===== src/rtl/cpu_pkg.sv =====
// Shared definitions for the CPU core: opcode classes, ALU op codes and
// the sequencer state encoding.
package cpu_pkg;

  // Instruction classes carried in IR[4:0]
  localparam logic [4:0] CLS_ADD  = 5'h00;
  localparam logic [4:0] CLS_SUB  = 5'h01;
  localparam logic [4:0] CLS_AND  = 5'h02;
  localparam logic [4:0] CLS_OR   = 5'h03;
  localparam logic [4:0] CLS_XOR  = 5'h04;
  localparam logic [4:0] CLS_NOT  = 5'h05;
  localparam logic [4:0] CLS_SHL  = 5'h06;
  localparam logic [4:0] CLS_ADDI = 5'h07;
  localparam logic [4:0] CLS_SUBI = 5'h08;
  localparam logic [4:0] CLS_ANDI = 5'h09;
  localparam logic [4:0] CLS_ORI  = 5'h0A;
  localparam logic [4:0] CLS_XORI = 5'h0B;
  localparam logic [4:0] CLS_SHR  = 5'h0C;
  localparam logic [4:0] CLS_MOV  = 5'h0D;
  localparam logic [4:0] CLS_LT   = 5'h0E;
  localparam logic [4:0] CLS_GT   = 5'h0F;
  localparam logic [4:0] CLS_EQ   = 5'h10;
  localparam logic [4:0] CLS_BR   = 5'h11;
  localparam logic [4:0] CLS_STW  = 5'h12;
  localparam logic [4:0] CLS_LDW  = 5'h13;

  // ALU operation codes produced by the instruction decoder
  typedef enum logic [3:0] {
    ALU_IDLE = 4'd0,
    ALU_ADD  = 4'd1,
    ALU_SUB  = 4'd2,
    ALU_AND  = 4'd3,
    ALU_OR   = 4'd4,
    ALU_XOR  = 4'd5,
    ALU_NOT  = 4'd6,
    ALU_SHL  = 4'd7,
    ALU_SHR  = 4'd8,
    ALU_MOV  = 4'd9,
    ALU_LT   = 4'd10,
    ALU_GT   = 4'd11,
    ALU_EQ   = 4'd12
  } alu_op_e;

  // Sequencer state encoding
  localparam logic [2:0] ST_IDLE_ENC   = 3'd0;
  localparam logic [2:0] ST_FETCH_ENC  = 3'd1;
  localparam logic [2:0] ST_DECODE_ENC = 3'd2;
  localparam logic [2:0] ST_EXEC_ENC   = 3'd3;
  localparam logic [2:0] ST_WB_ENC     = 3'd4;
  localparam logic [2:0] ST_BRANCH_ENC = 3'd5;
  localparam logic [2:0] ST_MEM_ENC    = 3'd6;

  typedef enum logic [2:0] {
    ST_IDLE   = ST_IDLE_ENC,
    ST_FETCH  = ST_FETCH_ENC,
    ST_DECODE = ST_DECODE_ENC,
    ST_EXEC   = ST_EXEC_ENC,
    ST_WB     = ST_WB_ENC,
    ST_BRANCH = ST_BRANCH_ENC,
    ST_MEM    = ST_MEM_ENC
  } seq_state_e;

  // Compare classes update the condition flag in addition to writing rOut
  function automatic logic is_compare(input logic [4:0] cls);
    return (cls == CLS_LT) || (cls == CLS_GT) || (cls == CLS_EQ);
  endfunction

endpackage


===== src/rtl/cpu_sequencer.sv =====
// Multi-cycle control FSM: fetch / decode / execute / writeback / memory /
// branch sequencing for one 16-bit instruction at a time.
//
// state  | meaning
// -------+---------------------------------------------------------------
// IDLE   | stopped; waits for start
// FETCH  | instruction read at PC; IR loads on mem_ready
// DECODE | PC increments; dispatch on instruction class
// EXEC   | ALU evaluates, operand B optionally immediate
// WB     | ALU result written to rOut; compares also update cond_flag
// BRANCH | PC loads branch target when cond_flag is set
// MEM    | load/store at address rA; loads write rOut on mem_ready
module cpu_sequencer
  import cpu_pkg::*;
#(
  parameter int CNT_W       = 16,
  parameter int MEM_TIMEOUT = 0
) (
  input  logic             CLK,
  input  logic             reset,
  input  logic             start,
  input  logic             halt_req,
  input  logic [4:0]       op_class,
  input  logic             immed,
  input  logic             alu_flag,
  input  logic             mem_ready,
  output logic             ir_load,
  output logic             pc_inc,
  output logic             pc_load,
  output logic             mem_req,
  output logic             mem_we,
  output logic             mem_addr_sel,
  output logic             alu_en,
  output logic             alu_src_imm,
  output logic             rf_we,
  output logic             rf_wsel,
  output logic             cond_flag,
  output logic             busy,
  output logic             illegal,
  output logic             bus_err,
  output logic [CNT_W-1:0] retired
);

  // Timeout down-counter is reloaded with MEM_TIMEOUT-1 and expires at zero,
  // so the request is abandoned in its MEM_TIMEOUT-th unanswered cycle.
  localparam int TMO_W = (MEM_TIMEOUT > 1) ? $clog2(MEM_TIMEOUT) : 1;
  localparam logic [TMO_W-1:0] TMO_LOAD =
    (MEM_TIMEOUT > 0) ? TMO_W'(MEM_TIMEOUT - 1) : '0;

  seq_state_e       state_q, state_d;
  logic [4:0]       cls_q;
  logic             flag_q;
  logic [TMO_W-1:0] tmo_cnt;
  logic             tmo_hit;
  logic             boundary;
  logic             timeout;
  logic             set_illegal;
  logic             write_cond;

  assign busy    = (state_q != ST_IDLE);
  assign tmo_hit = (MEM_TIMEOUT > 0) && (tmo_cnt == '0);

  // State register
  always_ff @(posedge CLK or posedge reset) begin
    if (reset) state_q <= ST_IDLE;
    else       state_q <= state_d;
  end

  // Next-state and strobe decode
  always_comb begin
    state_d      = state_q;
    ir_load      = 1'b0;
    pc_inc       = 1'b0;
    pc_load      = 1'b0;
    mem_req      = 1'b0;
    mem_we       = 1'b0;
    mem_addr_sel = 1'b0;
    alu_en       = 1'b0;
    alu_src_imm  = 1'b0;
    rf_we        = 1'b0;
    rf_wsel      = 1'b0;
    boundary     = 1'b0;
    timeout      = 1'b0;
    set_illegal  = 1'b0;
    write_cond   = 1'b0;
    case (state_q)
      ST_IDLE: begin
        if (start) state_d = ST_FETCH;
      end
      ST_FETCH: begin
        mem_req = 1'b1;
        if (mem_ready) begin
          ir_load = 1'b1;
          state_d = ST_DECODE;
        end else if (tmo_hit) begin
          timeout = 1'b1;
          state_d = ST_IDLE;
        end
      end
      ST_DECODE: begin
        pc_inc = 1'b1;
        if (op_class <= CLS_EQ) begin
          state_d = ST_EXEC;
        end else if (op_class == CLS_BR) begin
          state_d = ST_BRANCH;
        end else if ((op_class == CLS_STW) || (op_class == CLS_LDW)) begin
          state_d = ST_MEM;
        end else begin
          // Unknown class retires as a NOP
          set_illegal = 1'b1;
          boundary    = 1'b1;
        end
      end
      ST_EXEC: begin
        alu_en      = 1'b1;
        alu_src_imm = immed;
        state_d     = ST_WB;
      end
      ST_WB: begin
        rf_we      = 1'b1;
        write_cond = is_compare(cls_q);
        boundary   = 1'b1;
      end
      ST_BRANCH: begin
        pc_load  = cond_flag;
        boundary = 1'b1;
      end
      ST_MEM: begin
        mem_req      = 1'b1;
        mem_addr_sel = 1'b1;
        mem_we       = (cls_q == CLS_STW);
        if (mem_ready) begin
          if (cls_q == CLS_LDW) begin
            rf_we   = 1'b1;
            rf_wsel = 1'b1;
          end
          boundary = 1'b1;
        end else if (tmo_hit) begin
          timeout = 1'b1;
          state_d = ST_IDLE;
        end
      end
      default: state_d = ST_IDLE;
    endcase
    if (boundary) state_d = halt_req ? ST_IDLE : ST_FETCH;
  end

  // Class is held from DECODE so MEM/WB decode stays stable; ALU flag is
  // captured in EXEC for the compare writeback.
  always_ff @(posedge CLK or posedge reset) begin
    if (reset) begin
      cls_q  <= '0;
      flag_q <= 1'b0;
    end else begin
      if (state_q == ST_DECODE) cls_q  <= op_class;
      if (state_q == ST_EXEC)   flag_q <= alu_flag;
    end
  end

  // Memory wait timeout counter, reloaded whenever no request is pending
  always_ff @(posedge CLK or posedge reset) begin
    if (reset)                     tmo_cnt <= TMO_LOAD;
    else if (!mem_req || mem_ready) tmo_cnt <= TMO_LOAD;
    else if (tmo_cnt != '0)        tmo_cnt <= tmo_cnt - 1'b1;
  end

  // Condition flag, sticky error flags and retired-instruction counter
  always_ff @(posedge CLK or posedge reset) begin
    if (reset) begin
      cond_flag <= 1'b0;
      illegal   <= 1'b0;
      bus_err   <= 1'b0;
      retired   <= '0;
    end else begin
      if (write_cond)  cond_flag <= flag_q;
      if (set_illegal) illegal   <= 1'b1;
      if (timeout)     bus_err   <= 1'b1;
      if (boundary)    retired   <= retired + CNT_W'(1);
    end
  end

endmodule


===== config.mk =====
export PLATFORM = sky130hd
export DESIGN_NAME = cpu_sequencer
export DESIGN_NICKNAME = d
export VERILOG_FILES = /design/src/rtl/cpu_pkg.sv /design/src/rtl/cpu_sequencer.sv
export SDC_FILE = /design/constraint.sdc
export NUM_CORES = 1
export LEC_CHECK = 0
export CAP_MARGIN = 25
export CORE_MARGIN = 4
export CORE_UTILIZATION = 30
export CTS_CLUSTER_DIAMETER = 60
export CTS_CLUSTER_SIZE = 12
export DETAILED_ROUTE_END_ITERATION = 7
export GPL_TIMING_DRIVEN = 0
export HOLD_SLACK_MARGIN = 0.12
export REMOVE_ABC_BUFFERS = 1
export SLEW_MARGIN = 10
export SYNTH_ARGS = -nofsm -noshare
export SYNTH_HDL_FRONTEND = slang
export SYNTH_SLANG_ARGS = --single-unit

===== constraint.sdc =====
create_clock -name CLK -period 4.6 [get_ports CLK]
set_clock_uncertainty 0.05 [all_clocks]
set_input_delay 0.46 -clock CLK [delete_from_list [all_inputs] [get_ports CLK]]
set_output_delay 0.46 -clock CLK [all_outputs]
set_load 0.01 [all_outputs]

### Word-level counts from Yosys, hierarchy flattened

Cells that the tools add are included.

| word-level totals | value |
|---|---|
| input port bits | 12 |
| output and inout port bits | 30 |
| flip-flop bits (word level) | 27 |

| operators by class | value |
|---|---|
| $add $sub $neg | 1 |
| equality and inequality tests | 18 |
| magnitude comparators | 1 |
| reduce and logical (&&, ||, !) cells | 9 |
| multiplexer cells | 27 |

Operator list:

| operator | number |
|---|---|
| $eq 5x5->1 const B | 6 |
| $mux 1 | 18 |
| $mux 3 | 6 |
| $add 16x1->16 const B | 1 |
| $pmux 3 s5 | 1 |
| $eq 5x4->1 const B | 2 |
| $eq 3x3->1 const B | 3 |
| $eq 3x2->1 const B | 2 |
| $ne 3x3->1 const B | 2 |
| $le 5x5->1 const B | 1 |
| $ne 5x5->1 const B | 1 |
| $reduce_and 4->1 | 1 |
| $reduce_or 2->1 | 2 |
| $eq 3x1->1 const B | 1 |
| $logic_not 3->1 | 1 |
| $logic_or 1x1->1 | 3 |
| $pmux 1 s3 | 1 |
| $reduce_bool 3->1 | 1 |
| $reduce_or 3->1 | 1 |
| $ne 2x1->1 const B | 1 |
| $pmux 1 s2 | 1 |

### Depth between registers and ports, before layout

Gate-level depths: netlist (run 1).

| depth | value |
|---|---|
| depth after elaboration | 8 |
| depth in mapped cells | 6 |
| depth with buffers taken out | 5 |

### Worst setup path before layout (run 1)

Ideal clock, no wire load.

| timing path | value |
|---|---|
| path type | register -> output |
| from | register state_q[1] |
| to | output rf_we |
| stages on the path, launching flop included | 6 |
| data required time | 4.090 ns |
| arrival | 1.303 ns |
| slack | 2.787 ns |
| buffers on the path | 0 |
| path through | dfrtp_1 -> inv_1 -> nor2_1 -> and2_1 -> nand3_1 -> o21ai_0 |

| on the way | value |
|---|---|
| cells in the longest elaborated chain, start to end | 2 |
| elaborated cells on any way between the ends | 3 |

RTL lines:

| element | line | source |
|---|---|---|
| from (decl) | cpu_sequencer.sv:50 | `seq_state_e state_q, state_d;` |
| from (signal assigned) | cpu_sequencer.sv:66 | `else state_q <= state_d;` |
| $eq 3x3->1 | cpu_sequencer.sv:86 | `case (state_q)` |
| $pmux 1 s2 (*) | cpu_sequencer.sv:86 |  |
| to (decl) | cpu_sequencer.sv:35 | `output logic rf_we,` |

Mark *: on every way between the ends. The rest lies on a longest branch, timed or not.

### Final worst setup path (run 1)

Ends and elaborated chain as after synthesis.

==> results of run 1 <==
[worst max-delay path by stage]
stage                  to  slack (ps)  depth (start not counted)
global route        rf_we        1780                          6
detailed placement  rf_we        2260                          4
CTS                 rf_we        1960                          6
floorplan           rf_we        2790                          5
finish              rf_we        1970                          6
global placement    rf_we        2260                          4
[synthesized netlist by cell type, types with 2 or more instances]
cell type and instances:
sky130_fd_sc_hd__dfrtp_1 27, sky130_fd_sc_hd__nand2_1 13, sky130_fd_sc_hd__xnor2_1 13, sky130_fd_sc_hd__nor2_1 10, sky130_fd_sc_hd__mux2_2 8, sky130_fd_sc_hd__nand3_1 5, sky130_fd_sc_hd__nand4_1 5, sky130_fd_sc_hd__and2_1 3
sky130_fd_sc_hd__inv_1 3, sky130_fd_sc_hd__o21ai_0 3, sky130_fd_sc_hd__and2b_2 2, sky130_fd_sc_hd__and3_1 2, sky130_fd_sc_hd__and4_1 2, sky130_fd_sc_hd__buf_4 2, sky130_fd_sc_hd__o31ai_1 2, sky130_fd_sc_hd__xor2_1 2
[power by group]
part | internal, mW | switching, mW | leakage (nW)
clock | 0.0613 | 0.0727 | 0.0217
combinational | 0.209 | 0.150 | 0.378
sequential | 0.305 | 0.0822 | 0.349
[cells by family after synthesis]
group,Yosys count,synth area share [%]
AO/OA/AOI/OAI,15,9.45
adder cells (fa/ha/maj),1,0.927
XOR/XNOR,15,9.73
multiplexers,8,6.67
buffers and inverters,6,2.22
flip-flops,27,50.0
AND/OR/NAND/NOR,50,20.7
other,1,0.278
[area by class of cell]
cell class | instances | area share (%)
clock buffers | 3 | 2.20
clock inverters | 1 | 0.401
inverters | 3 | 0.601
multi-input cells | 90 | 34.4
flip-flops and latches | 27 | 36.1
well taps | 52 | 3.47
repair buffers | 41 | 22.8
[sequential cells by signal, indices dropped and copies added, names as in the netlist]
| name | cells |
|---|---|
| cls_q | 5 |
| cond_flag | 1 |
| flag_q | 1 |
| illegal | 1 |
| retired | 16 |
| state_q | 3 |
[through the flow]
stage,std cells,power [mW],cell area [um2],hold WS [ps],utilization [%]
2_1_floorplan,120,0.585,1330,425,-
3_3_place_gp,212,0.745,1800,412,41.3
3_5_place_dp,212,0.753,1800,426,41.3
4_1_cts,216,0.892,1850,439,42.4
5_1_grt,217,0.958,1870,406,43.0
6_report,217,0.880,1870,385,43.0
[routing by layer]
metal | up-vias | global-route usage [%] | part of all wire [%]
met1 | 494 | 16.1 | 48
met3 | 2 | 2.80 | 7.0
met4 | 0 | 3.56 | 0.51
met5 | - | 0 | 0
li1 | 508 | - | -
met2 | 26 | 16.8 | 45
[cells in the final DEF, fill, tap and decap left out, types with 2 or more instances in the layout]
cell                              count
sky130_fd_sc_hd__o21ai_0              3
sky130_fd_sc_hd__xor2_1               2
sky130_fd_sc_hd__nand2_1             13
sky130_fd_sc_hd__nand3_1              5
sky130_fd_sc_hd__xnor2_1             13
sky130_fd_sc_hd__and2b_2              2
sky130_fd_sc_hd__and4_1               2
sky130_fd_sc_hd__nor2_1              10
sky130_fd_sc_hd__mux2_2               8
sky130_fd_sc_hd__o31ai_1              2
sky130_fd_sc_hd__inv_1                3
sky130_fd_sc_hd__clkbuf_8             3
sky130_fd_sc_hd__and3_1               2
sky130_fd_sc_hd__clkdlybuf4s50_1     40
sky130_fd_sc_hd__and2_1               3
sky130_fd_sc_hd__nand4_1              5
sky130_fd_sc_hd__dfrtp_1             27
==> PnR_summary.wiki, run 1 <==
{| class="wikitable"
! Metric !! Value
|-
| Run status || finished, final reports clean
|-
| Total GRT Usage || 11.3%
|-
| Setup tns final || 0 ps
|-
| Type of element capturing the critical path || output pin
|-
| Slowest CP cell || sky130_fd_sc_hd__clkdlybuf4s50_1
|-
| Unrepaired setup endpoints after global routing || no
|-
| Max-cap check violation count || 0
|-
| Library cells used by synthesis || 37
|-
| Post-route DRC violation count || 0
|-
| Kind of start point of the critical path || register
|-
| Vias after detailed routing || 1030
|-
| Iteration count of the initial detailed-routing pass || 4
|-
| Hold WC Path Type || in -> async
|-
| DP Wirelength || 2.26 mm
|-
| CTS HTree Levels || 1
|-
| Top achievable clock speed || 0.381 GHz
|-
| Number of antenna violations at the first check in global routing || 0
|-
| Final count of negative-setup-slack endpoints || 0
|-
| Maximum number of pins on one net before global-route repair || 28
|-
| Min Clock Period, post-route || 2630 ps
|-
| Number of flops mapped to enable cells by yosys || 0
|-
| Proportion of netlist area held by the largest area contributor || 50.0%
|-
| Final worst-path cycle share || 57.1%
|-
| Fraction of synthesis flops using an asynchronous set or reset pin || 100%
|-
| Die area || 0.00564 mm2
|-
| Area overhead of the layout relative to synthesis || 38.7%
|-
| Worst-case vdd ir drop || 0.000222 V
|-
| Share of cells above drive strength 1 || 12.7%
|-
| Max Slew Vio Count || 0
|-
| Clock tree root driver cell || sky130_fd_sc_hd__clkbuf_8
|-
| Share of synthesized area occupied by flip-flops and latches || 50.0%
|-
| Via count of the first global-routing pass || 1033
|-
| Clock input transition at the sequential cells of the worst setup and hold paths || 90 ps
|-
| Critical-path cell list || inv_1 > nor2_1 > and2_1 > nand3_1 > o21ai_0 > clkdlybuf4s50_1
|-
| Core region area || 0.00435 mm2
|-
| Number of setup buffers added after CTS || 0
|-
| TritonCTS buffer count || 3
|-
| Ports || 42
|-
| Footprint of the multi-input gates || 644 um2
|-
| Yosys warning count || 0
|-
| Sequential Area || 676 um2
|-
| Startpoint of the worst setup timing path || state_q[1]$_DFFE_PP0P_
|-
| Clock sink count || 27
|-
| Average footprint of a synthesized cell || 11.0 um2
|-
| Predominant post-synthesis flop cell || sky130_fd_sc_hd__dfrtp_1
|-
| Starting density of the core || 31.0%
|-
| Insertion delay of the later-clocked pin in the worst-skew pair || 270 ps
|-
| Width of the die || 75.1 um
|-
| Type of the worst setup path || reg -> out
|-
| Reg-to-reg startpoint || state_q[2]$_DFFE_PP0P_
|-
| Last weighted congestion value of the routability-driven placer || 0.747
|-
| Per-cell via count in the routed design || 4.75
|-
| Reg2Reg Depth || 4
|-
| Final setup slack of the worst path || 1970 ps
|-
| Pwr per Cell Area || 470 mW/mm2
|-
| Routed wirelength normalized by instance count || 13.7 um
|-
| Cell count after synthesis || 123
|-
| Number of DRC violations after detailed-routing iteration 0 || 46
|-
| Cell types occupying the most area after synthesis || sky130_fd_sc_hd__dfrtp_1 50%, sky130_fd_sc_hd__xnor2_1 8.4%, sky130_fd_sc_hd__mux2_2 6.7%
|-
| Arrival time at the worst endpoint || 2120 ps
|-
| Deepest clock path buffer count || 2
|-
| Vert. Die Dim || 75.1 um
|-
| Number of standard-cell rows in the floorplan || 24
|-
| Synth Cell Area || 0.00135 mm2
|-
| Net count, final || 179
|-
| Clock tree from TritonCTS || built
|-
| Cell family contributing the most delay on the critical path || buffers and inverters
|-
| CP max FO || 8
|-
| Synth area leader || sky130_fd_sc_hd__dfrtp_1
|-
| N_diodes || 0
|-
| CP required || 4090 ps
|-
| FF+latch count, synth || 27
|-
| Buffers on Ports || 40
|-
| Quantity of gates resized following cts || 0
|-
| Worst setup timing slack at the placement stage || 2260 ps
|-
| FILL cells || 401
|-
| Register-to-register setup slack || 2660 ps
|-
| Slowest cell delay on critical path || 560 ps
|-
| Overall overflow remaining after global route || 0
|-
| End of the worst register-to-register path || retired[1]$_DFFE_PP0P_
|-
| Buffers plus inverters on the worst setup path || 2
|-
| Number of endpoints with negative hold slack in the final report || 0
|-
| Cts-stage hold buffer count || 0
|-
| Total routed wirelength || 2.96 mm
|-
| First-pass GRT wire length || 4.90 mm
|-
| Leakage Power || 0.748 nW
|-
| ANT nets after route || 0
|}
(Power assumes the default switching activity.)
==> run 2: changes to the inputs <==
- clock period: 4.6 -> 2.4 ns (I/O delays scaled with it)
==> run 2 against run 1 <==
Compared with the run above:
- sequential cell count unchanged
- via count up 0.58%
- design area up 1.1%
- register-to-register slack worse by 2200 ps
- sequential power up 91%
- critical path depth unchanged
- combinational power up 100%
- sequential share of layout area down 0.21 points
- routed wire length up 0.24%
- total power up 96%
==> PnR_summary.wiki, run 2 (synthesis gave the netlist of run 1 again) <==
{| class="wikitable"
! Metric !! Value
|-
| Maximum number of pins on one net before global-route repair || 28 (unchanged)
|-
| End of the worst register-to-register path || retired[1]$_DFFE_PP0P_
|-
| Number of standard-cell rows in the floorplan || 24 (unchanged)
|-
| Post-route DRC violation count || 0 (unchanged)
|-
| Number of DRC violations after detailed-routing iteration 0 || 44 (-4.3%)
|-
| Vias after detailed routing || 1036 (+0.58%)
|-
| Biggest registers after layout || retired: 16 flops, cls_q: 5 flops, state_q: 3 flops
|-
| Via count of the first global-routing pass || 1033 (unchanged)
|-
| Hold WC Path Type || in -> async
|-
| Number of endpoints with negative hold slack in the final report || 0 (unchanged)
|-
| Deepest clock path buffer count || 2 (unchanged)
|-
| Reg-to-reg startpoint || state_q[2]$_DFFE_PP0P_
|-
| Net Sw Frac || 34.4% (-0.28 points)
|-
| TritonCTS buffer count || 3 (unchanged)
|-
| Clock sink count || 27 (unchanged)
|-
| Register-to-register setup slack || 510 ps (-2150 ps)
|-
| CP required || 2110 ps (-1980 ps)
|-
| Iteration count of the initial detailed-routing pass || 4 (unchanged)
|-
| Routed wirelength normalized by instance count || 13.6 um (-0.68%)
|-
| Share of power burned in the clock network || 14.9% (-0.3 points)
|-
| Area overhead of the layout relative to synthesis || 40.3%
|-
| Pwr per Cell Area || 909 mW/mm2 (+93%)
|-
| Cts-stage hold buffer count || 0 (unchanged)
|-
| Clock tree from TritonCTS || built
|-
| Last weighted congestion value of the routability-driven placer || 0.747 (unchanged)
|-
| Final worst-path cycle share || 93.7%
|-
| Insertion delay of the later-clocked pin in the worst-skew pair || 270 ps (about the same)
|-
| Worst-case vdd ir drop || 0.000426 V (+92%)
|-
| Internal power summed over all cells || 1.13 mW (+96%)
|-
| Non-Filler Instances || 219 (+0.92%)
|-
| Setup tns final || 0 ps (unchanged)
|-
| Width of the die || 75.1 um (unchanged)
|-
| Share of cells above drive strength 1 || 16.2% (+3.4 points)
|-
| Final setup slack of the worst path || 150 ps (-1820 ps)
|-
| Sequential Area || 679 um2 (+0.56%)
|-
| Slowest CP cell || sky130_fd_sc_hd__clkdlybuf4s50_1
|-
| Unrepaired setup endpoints after global routing || no
|-
| Min Clock Period, post-route || 2250 ps
|-
| Footprint of the multi-input gates || 647 um2 (+0.39%)
|-
| CTS HTree Levels || 1 (unchanged)
|-
| Die area || 0.00564 mm2 (unchanged)
|-
| Max-cap check violation count || 0 (unchanged)
|-
| Starting density of the core || 31.0% (unchanged)
|-
| FILL cells || 401 (unchanged)
|-
| Most frequent standard cell in the layout excluding fill and tap cells || sky130_fd_sc_hd__clkdlybuf4s50_1
|-
| Critical-path cell list || inv_1 > nor2_2 > and2_1 > nand3_1 > o21ai_0 > clkdlybuf4s50_1
|-
| Slowest cell delay on critical path || 560 ps (about the same)
|-
| Commonest cells after routing, fill and taps aside || 40 x sky130_fd_sc_hd__clkdlybuf4s50_1, 24 x sky130_fd_sc_hd__dfrtp_1, 13 x sky130_fd_sc_hd__nand2_1, 13 x sky130_fd_sc_hd__xnor2_1, 9 x sky130_fd_sc_hd__nor2_1
|-
| Net count, final || 181 (+1.1%)
|-
| Arrival time at the worst endpoint || 1960 ps (-160 ps)
|-
| Ports || 42 (unchanged)
|-
| Top achievable clock speed || 0.444 GHz
|-
| Max Slew Vio Count || 0 (unchanged)
|-
| Total power || 1.72 mW (+96%)
|-
| Leakage Power || 0.754 nW (+0.83%)
|-
| N_diodes || 0 (unchanged)
|-
| Power share of the combinational group || 42.2% (+1.4 points)
|-
| ANT nets after route || 0 (unchanged)
|-
| DP Wirelength || 2.26 mm (unchanged)
|-
| Reg2Reg Depth || 4 (unchanged)
|-
| Type of the worst setup path || reg -> out
|-
| Startpoint of the worst setup timing path || state_q[1]$_DFFE_PP0P_
|-
| Reg power frac || 43.0% (-0.9 points)
|-
| Number of antenna violations at the first check in global routing || 0 (unchanged)
|-
| First-pass GRT wire length || 4.90 mm (unchanged)
|-
| Reported net switching power || 0.592 mW (+94%)
|-
| Core region area || 0.00435 mm2 (unchanged)
|-
| Worst setup timing slack at the placement stage || 292 ps (-1970 ps)
|-
| Vert. Die Dim || 75.1 um (unchanged)
|-
| Clock input transition at the sequential cells of the worst setup and hold paths || 90 ps (about the same)
|-
| Total GRT Usage || 11.3% (unchanged)
|-
| Overall overflow remaining after global route || 0 (unchanged)
|-
| Clock tree root driver cell || sky130_fd_sc_hd__clkbuf_8
|-
| CP max FO || 4 (-4)
|-
| Buffers on Ports || 40 (unchanged)
|-
| Cell total after placement || 212 (unchanged)
|-
| Total routed wirelength || 2.97 mm (+0.24%)
|-
| Final count of negative-setup-slack endpoints || 0 (unchanged)
|-
| Finished layout cell area || 0.00189 mm2 (+1.1%)
|-
| Total placed instance area || 0.00180 mm2 (unchanged)
|-
| Flip-flop count of the largest register after layout || 16 (unchanged)
|-
| Register ranked first by flip-flop count || retired
|-
| Type of element capturing the critical path || output pin
|-
| Kind of start point of the critical path || register
|-
| Per-cell via count in the routed design || 4.73 (-0.34%)
|-
| Run status || finished, final reports clean
|}
run 2: changes by cell type in the layout (fill, tap and decap cells not counted), sizes merged:
cell	change
buf	+2
run 2: timing repair:
| action | CTS | global route |
|---|---|---|
| buffers inserted | 0 | 2 |
| gates resized for setup | 1 | 3 |
| pin swaps | 0 | 0 |
| endpoints found under the setup margin | 1 | 3 |
run 2: critical path: cells and delay by family, from the launching register on:
kind                   cells  cell delay [ps]
and+or+nand+nor            3              460
buffers and inverters      2              650
AOI/OAI and AO/OA          1              180
DFF                        1              400
run 2: layout make-up:
cell class | instances | area share (%)
Inverter | 3 | 0.594
Multi-Input combinational cell | 90 | 34.1
Sequential cell | 27 | 35.9
Timing Repair Buffer | 43 | 23.4
Clock buffer | 3 | 2.18
Tap cell | 52 | 3.43
Clock inverter | 1 | 0.396
run 2: stage by stage:
step	utilization (%)	hold WS (ps)
2_1_floorplan	-	243
6_report	43.5	166
5_1_grt	43.5	186
3_3_place_gp	41.3	412
3_5_place_dp	41.3	426
4_1_cts	42.4	439
run 2: power groups by stage:
stage               logic (mW)  clock network (mW)  registers [mW]
floorplan                0.381                   0           0.740
global placement         0.681                   0           0.747
detailed placement       0.693                   0           0.751
CTS                      0.698               0.270           0.745
global route             0.807               0.291           0.772
finish                   0.726               0.256           0.740
run 2: worst max-delay path by stage:
stage / to / depth (start not counted)
floorplan: retired[1]$_DFFE_PP0P_ / 4
global placement: rf_we / 6
finish: rf_we / 6
detailed placement: rf_we / 6
CTS: rf_we / 6
global route: rf_we / 6
run 2: per-layer routing:
layer,track usage (%),routed length (um)
met5,0,0
met4,3.56,15
met3,2.80,186
met2,16.8,1330
met1,16.1,1440
==> run 3: changes to the inputs <==
- CORE_MARGIN: 4 -> 2
- clock period: 2.4 -> 2.65 ns (I/O delays scaled with it)
==> run 3 against run 2 <==
Compared with the run above:
- non-clock buffer count is 2 lower
- design area shrank 1.3%
- utilization shrank 0.55 points
- hold slack better by 14 ps
- critical path type unchanged
==> PnR_summary.wiki, run 3 (synthesis gave the netlist of run 1 again) <==
{| class="wikitable"
! Metric !! Value
|-
| Met1 Usage GRT || 16.0% (-0.070 points)
|-
| Share of cells above drive strength 1 || 12.7% (-3.4 points)
|-
| Share of power burned in the clock network || 15.1% (+0.2 points)
|-
| Per-cell via count in the routed design || 4.81 (+1.6%)
|-
| Flip-flop count of the largest register after layout || 16 (unchanged)
|-
| Most frequent standard cell in the layout excluding fill and tap cells || sky130_fd_sc_hd__clkdlybuf4s50_1
|-
| Insertion delay of the later-clocked pin in the worst-skew pair || 270 ps (about the same)
|-
| ANT nets after route || 0 (unchanged)
|-
| Maximum number of pins on one net before global-route repair || 28 (unchanged)
|-
| Ports || 42 (unchanged)
|-
| Leakage Power || 0.752 nW (-0.32%)
|-
| Critical-path cell list || inv_1 > nor2_1 > and2_1 > nand3_1 > o21ai_0 > clkdlybuf4s50_1
|-
| Register ranked first by flip-flop count || retired
|-
| Starting density of the core || 31.0% (unchanged)
|-
| TritonCTS buffer count || 3 (unchanged)
|-
| Net count, final || 179 (-1.1%)
|-
| Type of the worst setup path || reg -> out
|-
| Hold WC Path Type || in -> async
|-
| Type of element capturing the critical path || output pin
|-
| Core region area || 0.00435 mm2 (unchanged)
|-
| Final worst-path cycle share || 92.5%
|-
| Post-route DRC violation count || 0 (unchanged)
|-
| CTS HTree Levels || 1 (unchanged)
|-
| Kind of start point of the critical path || register
|-
| Run status || finished, final reports clean
|-
| Quantity of gates resized following cts || 0 (-1)
|-
| Buffers on Ports || 40 (unchanged)
|-
| Die area || 0.00505 mm2 (-10%)
|-
| CP required || 2340 ps (+230 ps)
|-
| Setup tns final || 0 ps (unchanged)
|-
| Worst-case vdd ir drop || 0.000329 V (-23%)
|-
| Total routed wirelength || 2.88 mm (-3.2%)
|-
| Via count of the first global-routing pass || 1064 (+3.0%)
|-
| Number of antenna violations at the first check in global routing || 0 (unchanged)
|-
| Net Sw Frac || 34.9% (+0.51 points)
|-
| Number of setup buffers added after CTS || 0 (unchanged)
|-
| Pwr per Cell Area || 820 mW/mm2 (-9.8%)
|-
| Hold Worst Slack || 180 ps (+13.8 ps)
|-
| Power share of the combinational group || 40.7% (-1.5 points)
|-
| Routed wirelength normalized by instance count || 13.3 um (-2.3%)
|-
| Arrival time at the worst endpoint || 2140 ps (+180 ps)
|-
| Reg power frac || 44.2% (+1.2 points)
|-
| Cts-stage hold buffer count || 0 (unchanged)
|-
| Biggest registers after layout || retired: 16 flops, cls_q: 5 flops, state_q: 3 flops
|-
| N_diodes || 0 (unchanged)
|-
| Slowest CP cell || sky130_fd_sc_hd__clkdlybuf4s50_1
|-
| Vert. Die Dim || 71.1 um (-5.3%)
|-
| Min Clock Period, post-route || 2450 ps
|-
| Width of the die || 71.1 um (-5.3%)
|-
| Number of DRC violations after detailed-routing iteration 0 || 34 (-23%)
|-
| Total GRT Usage || 12.2% (+0.93 points)
|-
| First-pass GRT wire length || 4.91 mm (+0.27%)
|-
| Clock input transition at the sequential cells of the worst setup and hold paths || 90 ps (about the same)
|-
| CP max FO || 8 (+4)
|-
| Final count of negative-setup-slack endpoints || 0 (unchanged)
|-
| Routing usage on met2 || 19.4% (+2.6 points)
|-
| Number of endpoints with negative hold slack in the final report || 0 (unchanged)
|-
| DP Wirelength || 2.16 mm (-4.5%)
|-
| Clock tree root driver cell || sky130_fd_sc_hd__clkbuf_8
|-
| Overall overflow remaining after global route || 0 (unchanged)
|-
| Top achievable clock speed || 0.408 GHz
|-
| Clock sink count || 27 (unchanged)
|-
| Grt met3 use || 2.99% (+0.19 points)
|-
| Slowest cell delay on critical path || 550 ps (about the same)
|-
| Unrepaired setup endpoints after global routing || no
|-
| Vias after detailed routing || 1043 (+0.68%)
|-
| Last weighted congestion value of the routability-driven placer || 0.824 (+10%)
|-
| Total power || 1.53 mW (-11%)
|-
| Number of standard-cell rows in the floorplan || 24 (unchanged)
|-
| Max Slew Vio Count || 0 (unchanged)
|-
| Area overhead of the layout relative to synthesis || 38.6%
|-
| Internal power summed over all cells || 0.998 mW (-12%)
|-
| Iteration count of the initial detailed-routing pass || 3 (-1)
|-
| Global-route layer with the greatest usage || met2
|-
| Clock tree from TritonCTS || built
|-
| Reported net switching power || 0.535 mW (-9.6%)
|-
| Max-cap check violation count || 0 (unchanged)
|-
| Commonest cells after routing, fill and taps aside || 40 x sky130_fd_sc_hd__clkdlybuf4s50_1, 27 x sky130_fd_sc_hd__dfrtp_1, 13 x sky130_fd_sc_hd__nand2_1, 13 x sky130_fd_sc_hd__xnor2_1, 10 x sky130_fd_sc_hd__nor2_1
|-
| Deepest clock path buffer count || 2 (unchanged)
|}
run 3: cell count changes in the layout (fill, tap and decap cells not counted), sizes merged:
| cell | previous run | this run |
|---|---|---|
| clkinv | 0 | 1 |
| clkinvlp | 1 | 0 |
| buf | 3 | 1 |
run 3: path summary, 6_finish.rpt:
path / start / to / slack, ps / cells after the start
worst min-delay path: reset / retired[11]$_DFFE_PP0P_ / 180 / 2
min in group CLK: retired[15]$_DFFE_PP0P_ / retired[15]$_DFFE_PP0P_ / 430 / 1
worst max-delay path: state_q[1]$_DFFE_PP0P_ / rf_we / 200 / 6
worst min register to register: retired[15]$_DFFE_PP0P_ / retired[15]$_DFFE_PP0P_ / 430 / 1
max in group asynchronous: reset / retired[0]$_DFFE_PP0P_ / 1960 / 3
worst max register to register: state_q[2]$_DFFE_PP0P_ / retired[1]$_DFFE_PP0P_ / 690 / 4
run 3: final cells by class:
type	instances	area, um2
Clock buffer	3	41.3
Clock inverter	1	5.00
Fill cell	401	2480
Inverter	3	11.3
Multi-Input combinational cell	90	644
Sequential cell	27	676
Tap cell	52	65.1
Timing Repair Buffer	41	428
run 3: power groups by stage:
stage | combinational, mW | sequential (mW) | clock [mW]
2_1_floorplan | 0.345 | 0.670 | 0
4_1_cts | 0.627 | 0.679 | 0.247
6_report | 0.624 | 0.677 | 0.232
3_3_place_gp | 0.610 | 0.680 | 0
5_1_grt | 0.678 | 0.704 | 0.252
3_5_place_dp | 0.623 | 0.686 | 0
run 3: stage by stage:
step	setup slack, ps	utilization (%)	cell area [um2]	std cells
after floorplan	858	-	1330	120
after global placement	548	41.3	1800	212
after detailed placement	490	41.3	1800	212
after CTS	170	42.3	1840	216
after global routing	53.8	43.0	1870	217
final	199	43.0	1870	217
run 3: critical path, delay by kind of cell, from the launching register on:
| kind | cells | cell delay (ps) |
|---|---|---|
| buffers and inverters | 2 | 690 |
| flip-flops | 1 | 480 |
| AND/OR/NAND/NOR | 3 | 510 |
| AO/OA/AOI/OAI | 1 | 180 |
run 3: per-layer routing:
metal / wire length [um] / share of wire, %
met5: 0 / 0
met4: 50 / 1.7
met3: 174 / 6.1
met2: 1340 / 46
met1: 1310 / 46
